===== src/rtl/segment_transition_ctl.sv =====
// segment_transition_ctl: arms a read-segment switch and fires it on a loop end, a time match, a GPIO edge or every loop end in EXT mode
// Ports: CLK/RST_N clock and async active-low reset; UPDATE with REQ_SEGMENT, TRANSITION_MODE and TRANSITION_VALUE
// loads a new request; SYS_TIME, LOOP_END and GPIO_IN are the trigger sources; SEGMENT, SWITCH, PENDING and ERR_MODE
// are all registered.
module segment_transition_ctl #(
  parameter int SysTimeWidth = 64
) (
  input  logic                    CLK,
  input  logic                    RST_N,
  input  logic                    UPDATE,
  input  logic                    REQ_SEGMENT,
  input  logic [7:0]              TRANSITION_MODE,
  input  logic [SysTimeWidth-1:0] TRANSITION_VALUE,
  input  logic [SysTimeWidth-1:0] SYS_TIME,
  input  logic                    LOOP_END,
  input  logic [3:0]              GPIO_IN,
  output logic                    SEGMENT,
  output logic                    SWITCH,
  output logic                    PENDING,
  output logic                    ERR_MODE
);
  localparam logic [7:0] M_SYNC = 8'h00;
  localparam logic [7:0] M_TIME = 8'h01;
  localparam logic [7:0] M_GPIO = 8'h02;
  localparam logic [7:0] M_EXT  = 8'hF0;
  typedef enum logic [2:0] {IDLE, WAIT_SYNC, WAIT_TIME, WAIT_GPIO, EXT} state_e;
  state_e state_q, state_d;
  logic seg_q, seg_d, sw_q, sw_d, pend_q, pend_d, err_q, err_d, rseg_q, rseg_d;
  logic [7:0] mode_q, mode_d;
  logic [SysTimeWidth-1:0] val_q, val_d;
  logic [3:0] gpio_q;
  logic gpio_rise, trig, same;
  assign gpio_rise = GPIO_IN[val_q[1:0]] & ~gpio_q[val_q[1:0]];
  // the latched mode picks which event fires an armed wait
  assign trig = mode_q == M_SYNC ? LOOP_END :
                mode_q == M_TIME ? SYS_TIME >= val_q :
                mode_q == M_GPIO ? gpio_rise : 1'b0;
  assign same = REQ_SEGMENT == seg_q;
  always_comb begin
    state_d = state_q;
    seg_d   = seg_q;
    sw_d    = 1'b0;
    err_d   = err_q;
    rseg_d  = rseg_q;
    mode_d  = mode_q;
    val_d   = val_q;
    if (UPDATE) begin
      rseg_d = REQ_SEGMENT;
      mode_d = TRANSITION_MODE;
      val_d  = TRANSITION_VALUE;
      err_d  = 1'b0;
      case (TRANSITION_MODE)
        M_SYNC: state_d = same ? IDLE : WAIT_SYNC;
        M_TIME: state_d = same ? IDLE : WAIT_TIME;
        M_GPIO: state_d = same ? IDLE : WAIT_GPIO;
        M_EXT: begin
          state_d = EXT;
          seg_d   = REQ_SEGMENT;
          sw_d    = ~same;
        end
        default: begin
          state_d = IDLE;
          err_d   = 1'b1;
        end
      endcase
    end else if (pend_q && trig) begin
      seg_d   = rseg_q;
      sw_d    = 1'b1;
      state_d = IDLE;
    end else if (state_q == EXT && LOOP_END) begin
      seg_d = ~seg_q;
      sw_d  = 1'b1;
    end
    pend_d = state_d inside {WAIT_SYNC, WAIT_TIME, WAIT_GPIO};
  end
  always_ff @(posedge CLK or negedge RST_N) begin
    if (!RST_N) begin
      state_q <= IDLE;
      seg_q   <= 1'b0;
      sw_q    <= 1'b0;
      pend_q  <= 1'b0;
      err_q   <= 1'b0;
      rseg_q  <= 1'b0;
      mode_q  <= '0;
      val_q   <= '0;
      gpio_q  <= '0;
    end else begin
      state_q <= state_d;
      seg_q   <= seg_d;
      sw_q    <= sw_d;
      pend_q  <= pend_d;
      err_q   <= err_d;
      rseg_q  <= rseg_d;
      mode_q  <= mode_d;
      val_q   <= val_d;
      gpio_q  <= GPIO_IN;
    end
  end
  assign SEGMENT  = seg_q;
  assign SWITCH   = sw_q;
  assign PENDING  = pend_q;
  assign ERR_MODE = err_q;
endmodule


===== config.mk =====
export PLATFORM = sky130hd
export DESIGN_NAME = segment_transition_ctl
export DESIGN_NICKNAME = d
export VERILOG_FILES = /design/src/rtl/segment_transition_ctl.sv
export SDC_FILE = /design/constraint.sdc
export NUM_CORES = 1
export LEC_CHECK = 0
export CORE_ASPECT_RATIO = 0.9
export CORE_MARGIN = 8
export CORE_UTILIZATION = 60
export CTS_CLUSTER_DIAMETER = 60
export DETAILED_ROUTE_END_ITERATION = 12
export DONT_BUFFER_PORTS = 1
export GPL_ROUTABILITY_DRIVEN = 0
export PLACE_DENSITY = 0.75
export SETUP_SLACK_MARGIN = 0.4
export SLEW_MARGIN = 20
export SYNTH_ARGS = -nofsm -noshare
export SYNTH_HDL_FRONTEND = slang
export SYNTH_SLANG_ARGS = --single-unit

===== constraint.sdc =====
create_clock -name CLK -period 3.6 [get_ports CLK]
set_clock_uncertainty 0.1 [all_clocks]
set_input_delay 0.54 -clock CLK [delete_from_list [all_inputs] [get_ports CLK]]
set_output_delay 0.54 -clock CLK [all_outputs]
set_load 0.05 [all_outputs]

* After elaboration in Yosys (flattened, before gate mapping) *
Index checks and enable logic that the tools add are counted.

storage, ports and cells
  flip-flop bits (word level) = 84
  bits of input ports = 145
  output and inout port bits = 4
  logic and storage cells = 56

operators by class
  magnitude comparators = 2
  equal/unequal tests = 11
  mux-type cells = 22
  bitwise gates (word level) = 4
  reduce and logical (&&, ||, !) cells = 8

operator list
  operator              number
  $ge A64 B64 Y1        1
  $eq A8 B1 Y1 const B  2
  $eq A8 B2 Y1 const B  2
  $logic_not A8 Y1      2
  $mux W1               15
  $pmux W3 S4           1
  $eq A8 B8 Y1 const B  1
  $eq A3 B2 Y1 const B  2
  $mux W3               2
  $reduce_bool A3 Y1    2
  $bmux W1 S2           2
  $mux W2               2
  $reduce_or A4 Y1      1
  $eq A3 B1 Y1 const B  1
  $eq A3 B3 Y1 const B  1
  $lt A2 B3 Y1 const B  1
  $not A1 Y1            3
  $logic_and A1 B1 Y1   2
  $ne A2 B1 Y1 const B  1
  $reduce_and A2 Y1     1
  $and A1 B1 Y1         1
  $eq A1 B1 Y1          1

* Logic depth before layout (Yosys ltp) *
  depth in word-level cells = 12
  mapped depth = 9
  gate-level depth less buffers = 9

* Worst setup path before layout *
OpenSTA, ideal clock, no wires.

  path type = input to register
  from = input port SYS_TIME[0]
  to = register sw_q, in the netlist SWITCH
  library setup time = 124 ps
  arrival = 2,497 ps
  required time = 3,376 ps
  slack = 879 ps
  cell stages on the path = 9
  buffers on the path = 0
  path through = inv_1 ha_1 nand2b_1 a2111o_1 a221oi_2 o22ai_1 a2111oi_4 nor2_1 o31a_1

between the ends
  cells in the longest elaborated chain, start to end = 6

ends and longest elaborated chain
  what                    line  source
  start: declaration      14    input logic [SysTimeWidth-1:0] SYS_TIME,
  $ge A64 B64 Y1          36    mode_q == M_TIME ? SYS_TIME >= val_q :
  $mux W1                 36
  $mux W1                 35    assign trig = mode_q == M_SYNC ? LOOP_END :
  $logic_and A1 B1 Y1     66    end else if (pend_q && trig) begin
  $mux W1                 66
  $mux W1                 47    if (UPDATE) begin
  named net sw_d          28    logic seg_q, seg_d, sw_q, sw_d, pend_q, pend_d, err_q, err_d, rseg_q, rseg_d;
  end signal: assignment  90    sw_q <= sw_d;
  end: declaration        28

The timed path passes the listed nets, and every way through them passes these cells.
A chain may end at the register's enable or synchronous reset.

* Final worst setup path *
  from = register val_q[0]
  to = register sw_q, in the netlist SWITCH

between the ends
  cells in the longest elaborated chain, start to end = 10
  elaborated cells on any way between the ends = 13
  those cells by class = order compare: 1; mux: 9; bitwise: 2; reduce/logical: 1

ends and longest elaborated chain
  what                                                                    line  source
  start: declaration                                                      30    logic [SysTimeWidth-1:0] val_q, val_d;
  start signal: assignment                                                95    val_q <= val_d;
  parallel branches: the longest is 5 deep, another holds $ge A64 B64 Y1  -
  $mux W1 *                                                               36
  $mux W1 *                                                               35
  $logic_and A1 B1 Y1 *                                                   66
  $mux W1 *                                                               66
  $mux W1 *                                                               47
  named net sw_d                                                          28

Mark *: on every way through the listed nets, which the timed path passes. The select of a mux whose other input is x is not followed.

==> run metrics <==
max_slew headroom 61.14%; fillers 659; clock sink total 84; Hold WC Path Type input pin to asynchronous set/reset pin; Synth async-reset ratio 100.0%; Commonest cells post-synth nand2_1, dfrtp_1, o21ai_0; outcome finished with violations; Max Slew Vio Count 0; CP Data Arrival Time 3.03 ns; syn_nets 722; r2r setup slk 0.71 ns; first-pass GRT wire length 17190 um; Syn Inst Count 513; DR vias 3512; Post-DP HPWL 8247 um; Synth top area share 44.15%; Pwr per Cell Area 422.7 nW/um^2; initial antenna violation count 0; Worst Path Required 3.73 ns; mean post-synth cell area 9.280 um^2; critical path startpoint category flip-flop; vias in the first global route 3681; die height 100.5 um; Fin Setup TNS 0 ns; unrepaired setup endpoints after global routing false; largest net degree at the start of global routing 144; Yosys reg bits 84; FP Rows 31; Die ar. 11050 um^2; Root Buffer clkbuf_8; reg2reg start val_q[0]; Worst VDD drop 322.7 uV; Die Span X 109.9 um; Hold Vio Cnt, Final 9; Resized Gates After CTS 0; critical path class flip-flop to flip-flop; synthesis-to-finish area growth 6.833%; total power 2.150 mW; FF+latch area 2102 um^2; initial core utilization 60.46%; Max Freq 345.6 MHz; DR DRC count 0; failing checks negative hold slack; All-Layer GR Usage 19.73%; Port Buffers 0; nets 718; TritonRoute pass-1 iters 5; Yosys warnings 0; core area 7874 um^2; most numerous cell in the Yosys netlist nand2_1; Lkg Pwr 2.480 nW; synthesized area 4761 um^2; max-cap check violation count 0; Unique masters post-synth 42; Worst Tran Pin Value 0.5830 ns; latest clock arrival within the worst-skew pair 0.34 ns; Crit Path Max Fanout 6; TritonCTS Buffers 9; Ant. Diodes 0; CP Capture Type flip-flop; Post-synth EDFFs 0; DRT iter0 DRCs 163; WL final 10790 um; R2R depth 8; H-tree levels 3; Hold Buf Count CTS 1; WL/cell 17.60 um; ranking of synthesized cells by area dfrtp_1, ha_1, o21ai_0; grt total ovfl 0; clock slew at reported path FFs 0.09 ns; CTS Buffer Depth 2; final worst-path cycle share 80.37%; io pins 149; antenna-violating nets left 0; fraction of layout cells with a size suffix above 1 6.031%; Main synth FF type dfrtp_1; CTS tree done; sequential area share after synthesis 44.15%; Final setup violation count 0; multi-input logic area 2336 um^2; area leader, netlist dfrtp_1; setup bufs post-CTS 0; worst hold slack -0.009371 ns; Final Util 64.60%; Critical R2R Capture SWITCH; Final Critical Period 2.893 ns; vias per cell 5.729
-- sequential cells by signal, indices dropped and copies added (netlist names) --
signal and count:
val_q 64, state_q 3, gpio_q 4, mode_q 8, PENDING 1, SEGMENT 1, SWITCH 1, ERR_MODE 1
rseg_q 1
-- critical path: stages, from the launching register on --
cell	delay (ns)
dfrtp_1	0.45
ha_1	0.29
nand2b_1	0.14
a2111o_1	0.41
a221oi_2	0.32
o22ai_1	0.16
a2111oi_4	0.47
nor2_1	0.12
o31a_1	0.31
-- routing by layer --
layer  wire length, um  global-route usage (%)  vias to the layer above  share of wire (%)
met5                 0                       0                        -                  0
met4               172                   6.224                        0                1.6
met3              1167                   8.568                       12                 11
met2              5036                   32.15                      112                 47
met1              4411                   22.71                     1632                 41
li1                  -                       -                     1756                  -
-- placed cells by master, fill, tap and decap left out, drive strengths merged, types with 3 or more instances in the layout --
cell / synthesis / layout
nand2: 86 / 86
dfrtp: 84 / 84
o21ai: 82 / 82
inv: 70 / 71
ha: 64 / 64
a21oi: 22 / 22
nand4: 13 / 13
clkbuf: 14 / 11
nor2: 10 / 10
mux2: 8 / 8
a21o: 8 / 8
nor4: 6 / 6
nand3: 4 / 4
a221oi: 4 / 4
or3: 3 / 3
-- final cells by class --
| class | instances | share of cell area [%] |
|---|---|---|
| multi-input combinational | 343 | 45.93 |
| sequential | 84 | 41.33 |
| inverter | 70 | 5.166 |
| clock buffer | 11 | 2.977 |
| tap | 99 | 2.435 |
| clock inverter | 5 | 1.624 |
| timing repair buffer | 1 | 0.5412 |
-- through the flow --
step	setup WS, ns	std cells	area, um^2
after floorplan	0.8791	513	4761
after global placement	0.6593	596	4825
after detailed placement	0.6051	596	4825
after CTS	0.6960	613	5086
after global routing	0.5035	613	5086
final	0.7068	613	5086
-- cell families (layout without fill, tap and decap cells) --
logic type | after synthesis | in the layout | synth area share (%)
simple gates | 136 | 136 | 13.14
compound gates | 133 | 133 | 16.85
fa+ha+maj | 64 | 64 | 16.82
xor+xnor | 2 | 2 | 0.3680
mux | 8 | 8 | 1.892
flops | 84 | 84 | 44.15
buf+inv | 86 | 87 | 6.781
-- report_power, final --
part / switching, mW / internal [mW]
Clock: 0.340 / 0.432
Sequential: 0.0260 / 1.02
Combinational: 0.189 / 0.144
-- worst max-delay path by stage --
stage	from	endpoint	cells after the start
after floorplan	SYS_TIME[0]	SWITCH	9
after global placement	SYS_TIME[0]	SWITCH	9
after detailed placement	SYS_TIME[0]	SWITCH	9
after CTS	val_q[0]	SWITCH	8
after global routing	val_q[0]	SWITCH	8
final	val_q[0]	SWITCH	8
Note: power is estimated with default switching activity, not from simulation.
